File: src/rtl/fetch_decode_buffer.sv
// fetch_decode_buffer: elastic FIFO between fetch and decode; optional perf counters under FETCH_BUF_PERF_EN
module fetch_decode_buffer #(
    parameter int INSTR_W = 32,
    parameter int ADDR_W  = 10,
    parameter int DEPTH   = 3
) (
    input  logic               clk,
    input  logic               rst,
    input  logic               if_valid,
    input  logic [INSTR_W-1:0] if_instr,
    input  logic [ADDR_W-1:0]  if_pc_next,
    output logic               if_ready,
    input  logic               flush,
    input  logic               id_stall,
    output logic               id_valid,
    output logic [INSTR_W-1:0] id_instr,
    output logic [ADDR_W-1:0]  id_pc_next,
    output logic               overflow_err
`ifdef FETCH_BUF_PERF_EN
    ,
    output logic [31:0]        stall_cnt,
    output logic [31:0]        bubble_cnt
`endif
);
    localparam int CW = $clog2(DEPTH + 1);
    localparam int PW = $clog2(DEPTH);
    localparam logic [CW-1:0] FULL_C = CW'(DEPTH);
    localparam logic [CW-1:0] HIGH_C = CW'(DEPTH - 2);
    localparam logic [PW-1:0] LAST_P = PW'(DEPTH - 1);
    logic [INSTR_W-1:0] mem_instr [DEPTH];
    logic [ADDR_W-1:0]  mem_pc    [DEPTH];
    logic [CW-1:0]      count, next_count;
    logic [PW-1:0]      rd_ptr, wr_ptr;
    logic               pop, push, drop;
    assign id_valid   = count != '0;
    assign id_instr   = id_valid ? mem_instr[rd_ptr] : '0;
    assign id_pc_next = id_valid ? mem_pc[rd_ptr] : '0;
    // flush outranks everything; a full buffer still accepts a push when the head leaves the same edge
    always_comb begin
        pop        = id_valid & ~id_stall & ~flush;
        push       = if_valid & ~flush & ((count != FULL_C) | pop);
        drop       = if_valid & ~flush & (count == FULL_C) & ~pop;
        next_count = flush ? '0 : count + CW'(push) - CW'(pop);
    end
    // occupancy, pointers, early back-pressure (one slot kept for the in-flight ROM word) and sticky overflow
    always_ff @(posedge clk or posedge rst) begin
        if (rst) begin
            count        <= '0;
            rd_ptr       <= '0;
            wr_ptr       <= '0;
            if_ready     <= 1'b1;
            overflow_err <= 1'b0;
        end else begin
            count        <= next_count;
            if_ready     <= next_count <= HIGH_C;
            overflow_err <= overflow_err | drop;
            rd_ptr       <= flush ? '0 : pop ? ((rd_ptr == LAST_P) ? '0 : rd_ptr + PW'(1)) : rd_ptr;
            wr_ptr       <= flush ? '0 : push ? ((wr_ptr == LAST_P) ? '0 : wr_ptr + PW'(1)) : wr_ptr;
        end
    end
    // storage needs no reset: output is gated by count
    always_ff @(posedge clk) begin
        if (push) begin
            mem_instr[wr_ptr] <= if_instr;
            mem_pc[wr_ptr]    <= if_pc_next;
        end
    end
`ifdef FETCH_BUF_PERF_EN
    // saturating stall and bubble counters, independent of flush
    always_ff @(posedge clk or posedge rst) begin
        if (rst) begin
            stall_cnt  <= '0;
            bubble_cnt <= '0;
        end else begin
            if (id_valid & id_stall & (stall_cnt != '1)) stall_cnt <= stall_cnt + 32'd1;
            if (~id_valid & ~flush & (bubble_cnt != '1)) bubble_cnt <= bubble_cnt + 32'd1;
        end
    end
`endif
endmodule

File: config.mk
export PLATFORM = sky130hd
export DESIGN_NAME = fetch_decode_buffer
export DESIGN_NICKNAME = d
export VERILOG_FILES = /design/src/rtl/fetch_decode_buffer.sv
export SDC_FILE = /design/constraint.sdc
export NUM_CORES = 1
export LEC_CHECK = 0
export CORE_ASPECT_RATIO = 0.5
export CORE_MARGIN = 2
export CORE_UTILIZATION = 57
export DETAILED_ROUTE_END_ITERATION = 16
export PLACE_DENSITY = 0.85
export SYNTH_ARGS = -nofsm -noshare
export SYNTH_HDL_FRONTEND = slang
export SYNTH_SLANG_ARGS = --single-unit
File: constraint.sdc
create_clock -name clk -period 6.7 [get_ports clk]
set_input_delay 0.67 -clock clk [delete_from_list [all_inputs] [get_ports clk]]
set_output_delay 0.67 -clock clk [all_outputs]
set_load 0.01 [all_outputs]
; After elaboration in Yosys (flattened, before gate mapping)
; Memory sizes are Yosys's and may differ from the RTL's.
; Cells that the tools add are included.
; W data, S select, Z words.
[op_classes]
bitwise = 11
order_cmp = 1
eq_ne = 4
n_reduce_logical = 3
addsub = 4
n_mux = 11
[op_table]
columns = cell, count
row1 = $mux W32, 1
row2 = $mux W2, 7
row3 = $mux W10, 1
row4 = $and A1 B1 Y1, 6
row5 = $eq A2 B2 Y1 const B, 3
row6 = $reduce_bool A2 Y1, 3
row7 = $add A2 B1 Y2 const B, 2
row8 = $not A1 Y1, 3
row9 = $add A2 B1 Y2, 1
row10 = $le A2 B1 Y1 const B, 1
row11 = $mux W1, 2
row12 = $ne A2 B2 Y1 const B, 1
row13 = $or A1 B1 Y1, 2
row14 = $sub A2 B1 Y2, 1
[word_totals]
in_bits = 47
wordCells = 41
memories = 2
ram_bits = 126
reg_bits = 8
out_inout_bits = 45
[memory_table]
columns = name, depth, word_bits, read_ports, rd_ports_with_merged_regs, write_ports, line_no
row1 = mem_instr, 3, 32, 1, 0, 1, 30  ; logic [INSTR_W-1:0] mem_instr [DEPTH];
row2 = mem_pc, 3, 10, 1, 0, 1, 31  ; logic [ADDR_W-1:0] mem_pc [DEPTH];

; Depth between registers and ports, before layout
; Gate-level depths: netlist (run 1).
[depth]
ltp_word = 9
mapped_depth = 9
depth_no_buf = 8

; Worst setup path before layout (run 1)
; No wires, ideal clock.
[synth_timing]
path_type = input port to flip-flop
from = input port flush
to = memory mem_instr[2][0], enable pin
t_required_ps = 6198
stages = 3
arrival_ps = 4150
slack_ps = 2048
cell_sequence = nand2b_1 -> nand2b_2 -> nor3b_1
[synth_via]
elab_chain_cells = 6
[synth_rtl]
columns = item, line_no
row1 = start: declaration, 13  ; input logic flush,
row2 = $not A1 Y1 (*), "40, 41"
row3 = $and A1 B1 Y1, 40  ; pop = id_valid & ~id_stall & ~flush;
row4 = $or A1 B1 Y1, 41  ; push = if_valid & ~flush & ((count != FULL_C) | pop);
row5 = $and A1 B1 Y1 (*), 41
row6 = $mux W1 (*), 63  ; if (push) begin
row7 = $mux W1 (not written as such) (*), 64  ; mem_instr[wr_ptr] <= if_instr;
row8 = end: declaration, 30
; Mark *: on every way between the ends. The rest lies on a longest branch, timed or not.

; Worst setup path after layout (run 1)
[layout_timing]
from = register rd_ptr[0]
to = output port id_instr[17]
[layout_via]
elab_chain_cells = 2
[layout_rtl]
columns = item, line_no
row1 = start: declaration, 33  ; logic [PW-1:0] rd_ptr, wr_ptr;
row2 = start signal: assignment, 57  ; rd_ptr <= flush ? '0 : pop ? ((rd_ptr == LAST_P) ? '0 : rd_ptr + PW'(1)) : rd_ptr;
row3 = $mem_v2 Z3 W32, --
row4 = $mux W32, 36  ; assign id_instr = id_valid ? mem_instr[rd_ptr] : '0;
row5 = end: declaration, 16  ; output logic [INSTR_W-1:0] id_instr,
; No other way between the ends.

==> flow_metrics.py, run 1 <==
metrics = {
    "yosys": {
        "netlist.area_leader.share_pct": 70.8,
        "synth_top_cell_by_area": "edfxtp_1",
        "yosys-mux-area-fraction_pct": 16.7,
        "synth_fa_ha_area_share_pct": 0.468,
        "synth_area_leaders": "edfxtp_1 71%, mux2_2 8.8%, mux2i_1 7.9%",
        "postSynthNetCount": 355,
        "netlist_area_sq_um": 5350,
        "synth-seq-cells": 134,
        "synth_top_family_by_area": "multiplexers",
        "ys_seq_area_share_pct": 74.5,
        "synth_flop_cell": "edfxtp_1",
        "synth_commonest_cells": "126 x edfxtp_1, 46 x nor2_1, 42 x mux2_2, 42 x mux2i_1, 7 x dfrtp_1",
        "synth_xor_area_share_pct": 0.164,
        "synth.most_common_cell": "edfxtp_1",
        "synth.distinct_cells": 30,
        "synthSimpleGateAreaFrac_pct": 4.89,
        "synth_compound_area_share_pct": 0.960,
        "avgSynthCellArea_sq_um": 17.5,
        "ys_warn_count": 0,
        "synth-edff-count": 126,
        "async_reset_ff_share_pct": 5.97,
        "synth_cells": 306,
    },
    "clocking": {
        "htree_levels": 4,
        "cts-root-buf": "clkbuf_16",
        "clock_latency_ns": 0.40,
        "cts_resized": 0,
        "clock-sinks": 134,
        "cts-buffers-inserted": 17,
        "cts_buffer_depth": 2,
        "cts_setup_buffers": 0,
        "cts_hold_buf": 0,
        "cts_tree": "built",
        "clk_pin_slew_ns": 0.06,
    },
    "grt": {
        "grt_pass1_wl_microns": 16200,
        "first_global_vias": 3208,
        "grt-ovfl-total": 0,
        "grt_max_degree": 49,
        "track_usage_pct": 21.9,
        "antenna_found_initial": 0,
    },
    "floorplanning": {
        "start_util_pct": 59.9,
        "coreArea_sq_um": 8920,
        "placementRows": 24,
        "dieArea_sq_um": 10200,
        "pin_count": 92,
        "die_y_microns": 72.5,
        "die_w_microns": 141,
    },
    "drt": {
        "route.detailed.drc": 0,
        "dr.pass1.iters": 5,
        "drt_wl_total_microns": 10400,
        "postRouteAntennaNets": 0,
        "drt-initial-drc-count": 188,
        "post_drt_wl_per_cell_microns": 19.4,
        "dr_total_vias": 2959,
        "viasPerCell": 5.53,
    },
    "cells_and_area": {
        "register_area_sq_um": 3990,
        "fillers": 516,
        "multi_input_area_sq_um": 1270,
        "area_growth_pct": 29.2,
        "n_antenna_cell": 0,
        "design_area_sq_um": 6910,
        "fin_nets": 455,
        "drive_above_1_share_pct": 19.6,
    },
    "timing": {
        "fin_crit_ns": 3.38,
        "setup_violations": 0,
        "hold_viol": 0,
        "rsz0062_at_grt": "false",
        "timing.setup.tns_ns": 0,
        "worst_pin_slew_ns": 1.12,
        "fin_skew_ns": 0.00543,
        "max_freq_mhz": 296,
        "hold_ws_ns": 0.508,
        "timing.final.crit_share_pct": 50.4,
        "drv_slew": 0,
        "relSlewSlack_pct": 25.1,
    },
    "worst_setup_path": {
        "crit_path_cell_trace": "mux2_2 -> mux2i_1 -> nor2_1 -> clkdlybuf4s50_1",
        "arrival_ns": 2.71,
        "critPathRequiredTime_ns": 6.03,
        "crit_path_top_delay_cell": "dfrtp_2",
        "crit_fanout": 45,
        "crit_family": "flip-flops",
        "cp-start-kind": "register",
        "cp_slowest_stage_delay_ns": 1.08,
        "crit_path_end_kind": "output pin",
        "path_class": "register to output pin",
        "path_buf_inv": 1,
    },
    "worst_hold_path": {
        "hp-class": "input port to asynchronous set/reset pin",
    },
    "flow_run": {
        "maxCapViolCount": 0,
    },
    "placed_design": {
        "port_buffers": 91,
        "gp_congestion": 0.669,
        "dpl-instance-area_sq_um": 6360,
        "place_hpwl_microns": 6140,
    },
    "power": {
        "power_density_nw_per_um2": 306,
        "leakagePower_nw": 2.27,
        "power_w": 0.00211,
        "ir_drop_mv": 0.209,
    },
    "outcome": {
        "status": "completed",
    },
}
[power breakdown]
group,internal (W),total (W),switching (W)
Sequential,0.000949,0.000975,0.0000260
Combinational,0.000156,0.000283,0.000127
Clock,0.000535,0.000852,0.000317
[cell usage in the layout, fill, tap and decap left out, types with 2 or more instances in the layout]
cell type        synthesis  layout
bufinv_16                0       2
edfxtp_1               126     126
ha_1                     2       2
mux2i_1                 42      42
clkinv_1                 0       5
mux2_2                  42      42
inv_1                    3       3
nor2_1                  46      43
dfrtp_2                  0       2
dfrtp_1                  7       5
nor2_4                   0       3
a21oi_1                  3       3
o21ai_0                  2       2
clkbuf_16                0      17
clkdlybuf4s50_1          0      91
clkinv_2                 0       4
nand2b_1                 2       2
buf_4                    1       5
[flip-flops by register name, summed over array words and instances, names as in the netlist]
| name | cells |
|---|---|
| count | 2 |
| if_ready | 1 |
| mem_instr | 96 |
| mem_pc | 30 |
| overflow_err | 1 |
| rd_ptr | 2 |
| wr_ptr | 2 |
[through the flow]
stage | util, % | instances | worst slack [ns]
2_1_floorplan | - | 306 | 2.05
3_3_place_gp | 71.3 | 504 | 3.73
3_5_place_dp | 71.3 | 504 | 3.63
4_1_cts | 77.4 | 535 | 3.29
5_1_grt | 77.4 | 535 | 3.19
6_report | 77.4 | 535 | 3.32
[cell type report]
cell class	instances	area share [%]
clock buffer	18	6.21
clock inverter	13	1.67
inverter	3	0.163
multi-input combinational	154	18.4
sequential	134	57.7
tap	117	2.12
timing repair buffer	96	13.7
[final timing paths]
path,start,endpoint,slack [ns],cells after the start
setup / recovery,rd_ptr[0],id_instr[17],3.32,4
hold / removal,rst,rd_ptr[0],0.51,2
setup reg to reg,count[1],if_ready,3.84,8
hold reg to reg,overflow_err,overflow_err,0.51,1
max in group asynchronous,rst,if_ready,5.91,2
min in group clk,overflow_err,overflow_err,0.51,1
[cell families after synthesis]
kind of cell | after synthesis
multiplexers | 84
flip-flops | 134
adder cells (fa/ha/maj) | 2
buffers and inverters | 18
AND/OR/NAND/NOR | 59
XOR/XNOR | 1
AO/OA/AOI/OAI | 8
[worst register-to-register path: stages (launching register included)]
cell     delay (ns)
dfrtp_1        0.44
nor2_4         0.89
nor3_1         0.10
ha_1           0.33
inv_1          0.07
ha_1           0.17
xor2_1         0.24
nor2_1         0.10
or3b_2         0.44
[layer usage]
| metal | vias up | global-route usage (%) | share of wire (%) |
|---|---|---|---|
| met4 | 0 | 8.78 | 1.3 |
| met3 | 14 | 5.68 | 3.4 |
| met1 | 1499 | 25.4 | 42 |
| li1 | 1364 | - | - |
| met2 | 82 | 39.9 | 54 |
| met5 | - | 0 | 0 |
Power figures use the tool's default switching activity.
==> inputs of run 2 (changes only) <==
- CORE_UTILIZATION: 57 -> 47
- PLACE_DENSITY: 0.85 -> 0.75
- clock period: 6.7 -> 3.1 ns (I/O delays scaled with it)
==> flow_metrics.py, run 2 (same netlist as run 1, synthesis figures left out) <==
metrics = {
    "cells_and_area": {
        "final_common_cell": "edfxtp_1",
        "design_area_sq_um": 7100,
        "n_antenna_cell": 0,
        "largest_register_ffs": 96,
        "final_cell_mix": "126 x edfxtp_1, 91 x clkdlybuf4s50_1, 43 x nor2_1, 42 x mux2_2, 42 x mux2i_1",
        "fillers": 748,
        "largest-register": "mem_instr",
        "area_growth_pct": 32.7,
        "register_area_sq_um": 3990,
        "multi_input_area_sq_um": 1270,
        "fin_nets": 457,
        "drive_above_1_share_pct": 21.4,
        "reg.largest.list": "mem_instr x96, mem_pc x30",
    },
    "clocking": {
        "cts_buffer_depth": 2,
        "cts-root-buf": "clkbuf_16",
        "cts-buffers-inserted": 17,
        "htree_levels": 4,
        "clk_pin_slew_ns": 0.06,
        "cts_setup_buffers": 0,
        "cts_tree": "built",
        "cts_hold_buf": 0,
        "clock-sinks": 134,
        "clock_latency_ns": 0.42,
        "cts_resized": 0,
    },
    "worst_setup_path": {
        "r2r-end": "if_ready",
        "path_class": "register to output pin",
        "crit_path_end_kind": "output pin",
        "critPathRequiredTime_ns": 2.79,
        "cp-start-kind": "register",
        "cp_slowest_stage_delay_ns": 0.66,
        "path_buf_inv": 2,
        "crit_family": "buffers and inverters",
        "crit_path_cell_trace": "buf_12 -> mux2_2 -> mux2i_1 -> nor2_1 -> clkdlybuf4s50_1",
        "crit_fanout": 28,
        "reg2reg_depth": 8,
        "rr_startpoint": "count[1]",
        "crit_path_top_delay_cell": "dfrtp_2",
        "arrival_ns": 2.47,
        "rrSetupSlack_ns": 0.98,
    },
    "placed_design": {
        "dpl-instance-area_sq_um": 6470,
        "gp_congestion": 0.737,
        "place_hpwl_microns": 6100,
        "dpl_worst_slack_ns": 0.388,
        "port_buffers": 91,
    },
    "drt": {
        "post_drt_wl_per_cell_microns": 17.7,
        "drt-initial-drc-count": 140,
        "drt_wl_total_microns": 10000,
        "dr.pass1.iters": 4,
        "viasPerCell": 5.10,
        "dr_total_vias": 2884,
        "route.detailed.drc": 0,
        "postRouteAntennaNets": 0,
    },
    "timing": {
        "fin_skew_ns": 0.00872,
        "timing.setup.tns_ns": 0,
        "drv_slew": 0,
        "timing.final.crit_share_pct": 89.6,
        "worst_pin_slew_ns": 0.545,
        "setup_ws_ns": 0.321,
        "hold_viol": 0,
        "rsz0062_at_grt": "false",
        "fin_crit_ns": 2.78,
        "setup_violations": 0,
        "max_freq_mhz": 360,
        "relSlewSlack_pct": 63.7,
    },
    "worst_hold_path": {
        "hp-class": "input port to asynchronous set/reset pin",
    },
    "floorplanning": {
        "coreArea_sq_um": 11000,
        "die_y_microns": 79.4,
        "die_w_microns": 155,
        "pin_count": 92,
        "start_util_pct": 48.4,
        "placementRows": 27,
        "dieArea_sq_um": 12300,
    },
    "grt": {
        "antenna_found_initial": 0,
        "first_global_vias": 3155,
        "track_usage_pct": 17.3,
        "grt-ovfl-total": 0,
        "grt_pass1_wl_microns": 15900,
        "grt_max_degree": 48,
    },
    "power": {
        "ir_drop_mv": 0.457,
        "power_density_nw_per_um2": 681,
        "leakagePower_nw": 2.33,
    },
    "flow_run": {
        "maxCapViolCount": 0,
    },
    "outcome": {
        "status": "completed",
    },
}
[run 2: cell count changes in the layout (fill, tap and decap cells not counted)]
cell and change:
bufinv_16 +2, clkinv_4 +2, buf_4 -2, nor3b_4 +1, clkinv_1 -5, inv_6 +3, clkinvlp_4 +2, clkinv_2 -3
nor3b_2 -1, buf_12 +4
[run 2: worst max path at each step]
| stage | from | endpoint | slack, ns | cells after the start |
|---|---|---|---|---|
| 2_1_floorplan | wr_ptr[0] | mem_instr[0][0] | 0.19 | 2 |
| 3_3_place_gp | flush | if_ready | 0.55 | 9 |
| 3_5_place_dp | flush | if_ready | 0.39 | 9 |
| 4_1_cts | rd_ptr[0] | id_instr[25] | 0.30 | 5 |
| 5_1_grt | rd_ptr[0] | id_instr[9] | 0.22 | 5 |
| 6_report | rd_ptr[0] | id_instr[25] | 0.32 | 5 |
[run 2: worst register-to-register path, delay by kind of cell (launching register included)]
kind,cells,cell delay [ns]
adders and majority gates,2,0.41
buffers and inverters,1,0.06
xor gates and xnor gates,1,0.19
and+or+nand+nor,4,0.94
DFF,1,0.43
[run 2: report_power, final]
group	internal [W]	switching, W
Combinational	0.000349	0.000295
Clock	0.00135	0.000750
Sequential	0.00205	0.0000361
[run 2: through the flow]
step | utilization, % | hold WS, ns | instances | total power (W)
2_1_floorplan | - | 0.125 | 306 | 0.00244
3_5_place_dp | 58.5 | 0.505 | 534 | 0.00277
6_report | 64.2 | 0.140 | 566 | 0.00483
5_1_grt | 64.2 | 0.168 | 566 | 0.00501
3_3_place_gp | 58.5 | 0.467 | 534 | 0.00275
4_1_cts | 64.2 | 0.141 | 566 | 0.00488
[run 2: layout make-up]
type / count / share of cell area [%]
multi-input combinational: 154 / 17.9
timing repair buffer: 98 / 14.3
tap: 145 / 2.56
clock inverter: 14 / 2.82
clock buffer: 18 / 6.05
sequential: 134 / 56.2
inverter: 3 / 0.159
[run 2: layer usage]
layer	vias to the layer above	track usage [%]	wire length [microns]
met5	-	0	0
met4	0	7.04	140
met3	17	4.94	325
met2	49	31.0	5270
met1	1451	19.9	4270
li1	1367	-	-
==> inputs of run 3 (changes only) <==
- PLACE_DENSITY: 0.75 -> 0.79
==> flow_metrics.py, run 3 (same netlist as run 1, synthesis figures left out) <==
metrics = {
    "outcome": {
        "status": "completed",
    },
    "grt": {
        "first_global_vias": 2947,
        "antenna_found_initial": 0,
        "track_usage_pct": 16.5,
        "grt_max_degree": 43,
        "grt_pass1_wl_microns": 14700,
        "grt-ovfl-total": 0,
    },
    "floorplanning": {
        "pin_count": 92,
        "die_y_microns": 79.4,
        "coreArea_sq_um": 11000,
        "die_w_microns": 155,
        "placementRows": 27,
        "start_util_pct": 48.4,
        "dieArea_sq_um": 12300,
    },
    "timing": {
        "hold_viol": 0,
        "setup_violations": 0,
        "worst_pin_slew_ns": 0.719,
        "fin_skew_ns": 0.00652,
        "relSlewSlack_pct": 52.0,
        "timing.setup.tns_ns": 0,
        "rsz0062_at_grt": "false",
        "drv_slew": 0,
        "timing.final.crit_share_pct": 88.5,
        "max_freq_mhz": 364,
        "fin_crit_ns": 2.75,
    },
    "power": {
        "power_density_nw_per_um2": 641,
        "p_int_w": 0.00349,
        "ir_drop_mv": 0.433,
        "power_frac_comb_pct": 14.3,
        "net-switching-power_w": 0.000990,
        "swShare_pct": 22.1,
        "p_seq_share_pct": 46.6,
        "leakagePower_nw": 2.28,
        "power_frac_clock_pct": 39.1,
    },
    "clocking": {
        "cts-root-buf": "clkbuf_16",
        "cts_tree": "built",
        "cts_buffer_depth": 2,
        "cts_hold_buf": 0,
        "clock_latency_ns": 0.41,
        "htree_levels": 4,
        "cts_resized": 0,
        "cts-buffers-inserted": 17,
        "clock-sinks": 134,
        "cts_setup_buffers": 0,
        "clk_pin_slew_ns": 0.05,
    },
    "cells_and_area": {
        "drive_above_1_share_pct": 19.2,
        "final_cell_mix": "126 x edfxtp_1, 91 x clkdlybuf4s50_1, 43 x nor2_1, 42 x mux2_2, 42 x mux2i_1",
        "reg.largest.list": "mem_instr x96, mem_pc x30",
        "design_area_sq_um": 6980,
        "fin_util_pct": 63.2,
        "largest-register": "mem_instr",
        "n_antenna_cell": 0,
        "fillers": 753,
        "fin_nets": 458,
        "largest_register_ffs": 96,
        "area_growth_pct": 30.6,
        "final_common_cell": "edfxtp_1",
    },
    "placed_design": {
        "gp_congestion": 0.740,
        "place_hpwl_microns": 5910,
        "dpl-instance-area_sq_um": 6470,
        "port_buffers": 91,
    },
    "worst_setup_path": {
        "critPathRequiredTime_ns": 2.79,
        "crit_path_cell_trace": "buf_12 -> mux2_2 -> mux2i_1 -> nor2_1 -> clkdlybuf4s50_1",
        "rrSetupSlack_ns": 1.02,
        "reg2reg_depth": 8,
        "crit_path_top_delay_cell": "dfrtp_2",
        "crit_fanout": 26,
        "crit_path_end_kind": "output pin",
        "arrival_ns": 2.44,
        "cp-start-kind": "register",
        "cp_slowest_stage_delay_ns": 0.68,
        "path_class": "register to output pin",
        "r2r-end": "if_ready",
        "rr_startpoint": "count[1]",
    },
    "drt": {
        "postRouteAntennaNets": 0,
        "dr_total_vias": 2900,
        "post_drt_wl_per_cell_microns": 17.1,
        "drt_wl_total_microns": 9670,
        "dr.pass1.iters": 4,
        "route.detailed.drc": 0,
        "viasPerCell": 5.12,
        "drt-initial-drc-count": 135,
    },
    "flow_run": {
        "maxCapViolCount": 0,
    },
    "worst_hold_path": {
        "hp-class": "input port to asynchronous set/reset pin",
    },
}
==> run 3: per-stage QoR <==
stage | setup slack (ns) | hold slack, ns | power (W) | cells
after detailed placement | 0.472 | 0.464 | 0.00277 | 535
final | 0.355 | 0.152 | 0.00448 | 566
after global placement | 0.525 | 0.470 | 0.00276 | 535
after global routing | 0.222 | 0.189 | 0.00464 | 566
after CTS | 0.325 | 0.140 | 0.00452 | 566
after floorplan | 0.195 | 0.125 | 0.00244 | 306
==> run 3: metal layers <==
metal / up-vias / global-route usage, % / wire length [microns]
met1: 1469 / 18.9 / 3980
met3: 13 / 4.51 / 341
met4: 0 / 10.3 / 176
li1: 1361 / - / -
met2: 57 / 28.2 / 5170
met5: - / 0 / 0
==> run 3: layout make-up <==
cell class / count / area (sq um) / share of cell area [%]
Sequential cell: 134 / 3990 / 57.1
Tap cell: 145 / 181 / 2.60
Inverter: 3 / 11.3 / 0.161
Clock inverter: 7 / 56.3 / 0.806
Timing Repair Buffer: 99 / 1020 / 14.6
Clock buffer: 24 / 452 / 6.47
Multi-Input combinational cell: 154 / 1270 / 18.2
==> run 3: how the worst max path moves through the flow <==
stage          startpoint         endpoint  slack (ns)  cells past startpoint
2_1_floorplan   wr_ptr[0]  mem_instr[0][0]        0.19                      2
3_3_place_gp        flush         if_ready        0.53                      9
3_5_place_dp        flush         if_ready        0.47                      9
4_1_cts         rd_ptr[0]     id_instr[17]        0.33                      5
5_1_grt         rd_ptr[0]     id_instr[17]        0.22                      5
6_report        rd_ptr[0]     id_instr[17]        0.35                      5
==> run 3: power groups by stage <==
stage / combinational, W / clock, W / sequential, W
floorplan: 0.000331 / 0 / 0.00211
global placement: 0.000638 / 0 / 0.00212
detailed placement: 0.000648 / 0 / 0.00212
CTS: 0.000652 / 0.00178 / 0.00209
global route: 0.000691 / 0.00185 / 0.00209
finish: 0.000641 / 0.00175 / 0.00209
==> run 3: worst max-delay path: cells and delay by family (launching register included) <==
family,cells,cell delay [ns]
muxes,2,0.51
buffers and inverters,2,0.76
and+or+nand+nor,1,0.08
DFF,1,0.68
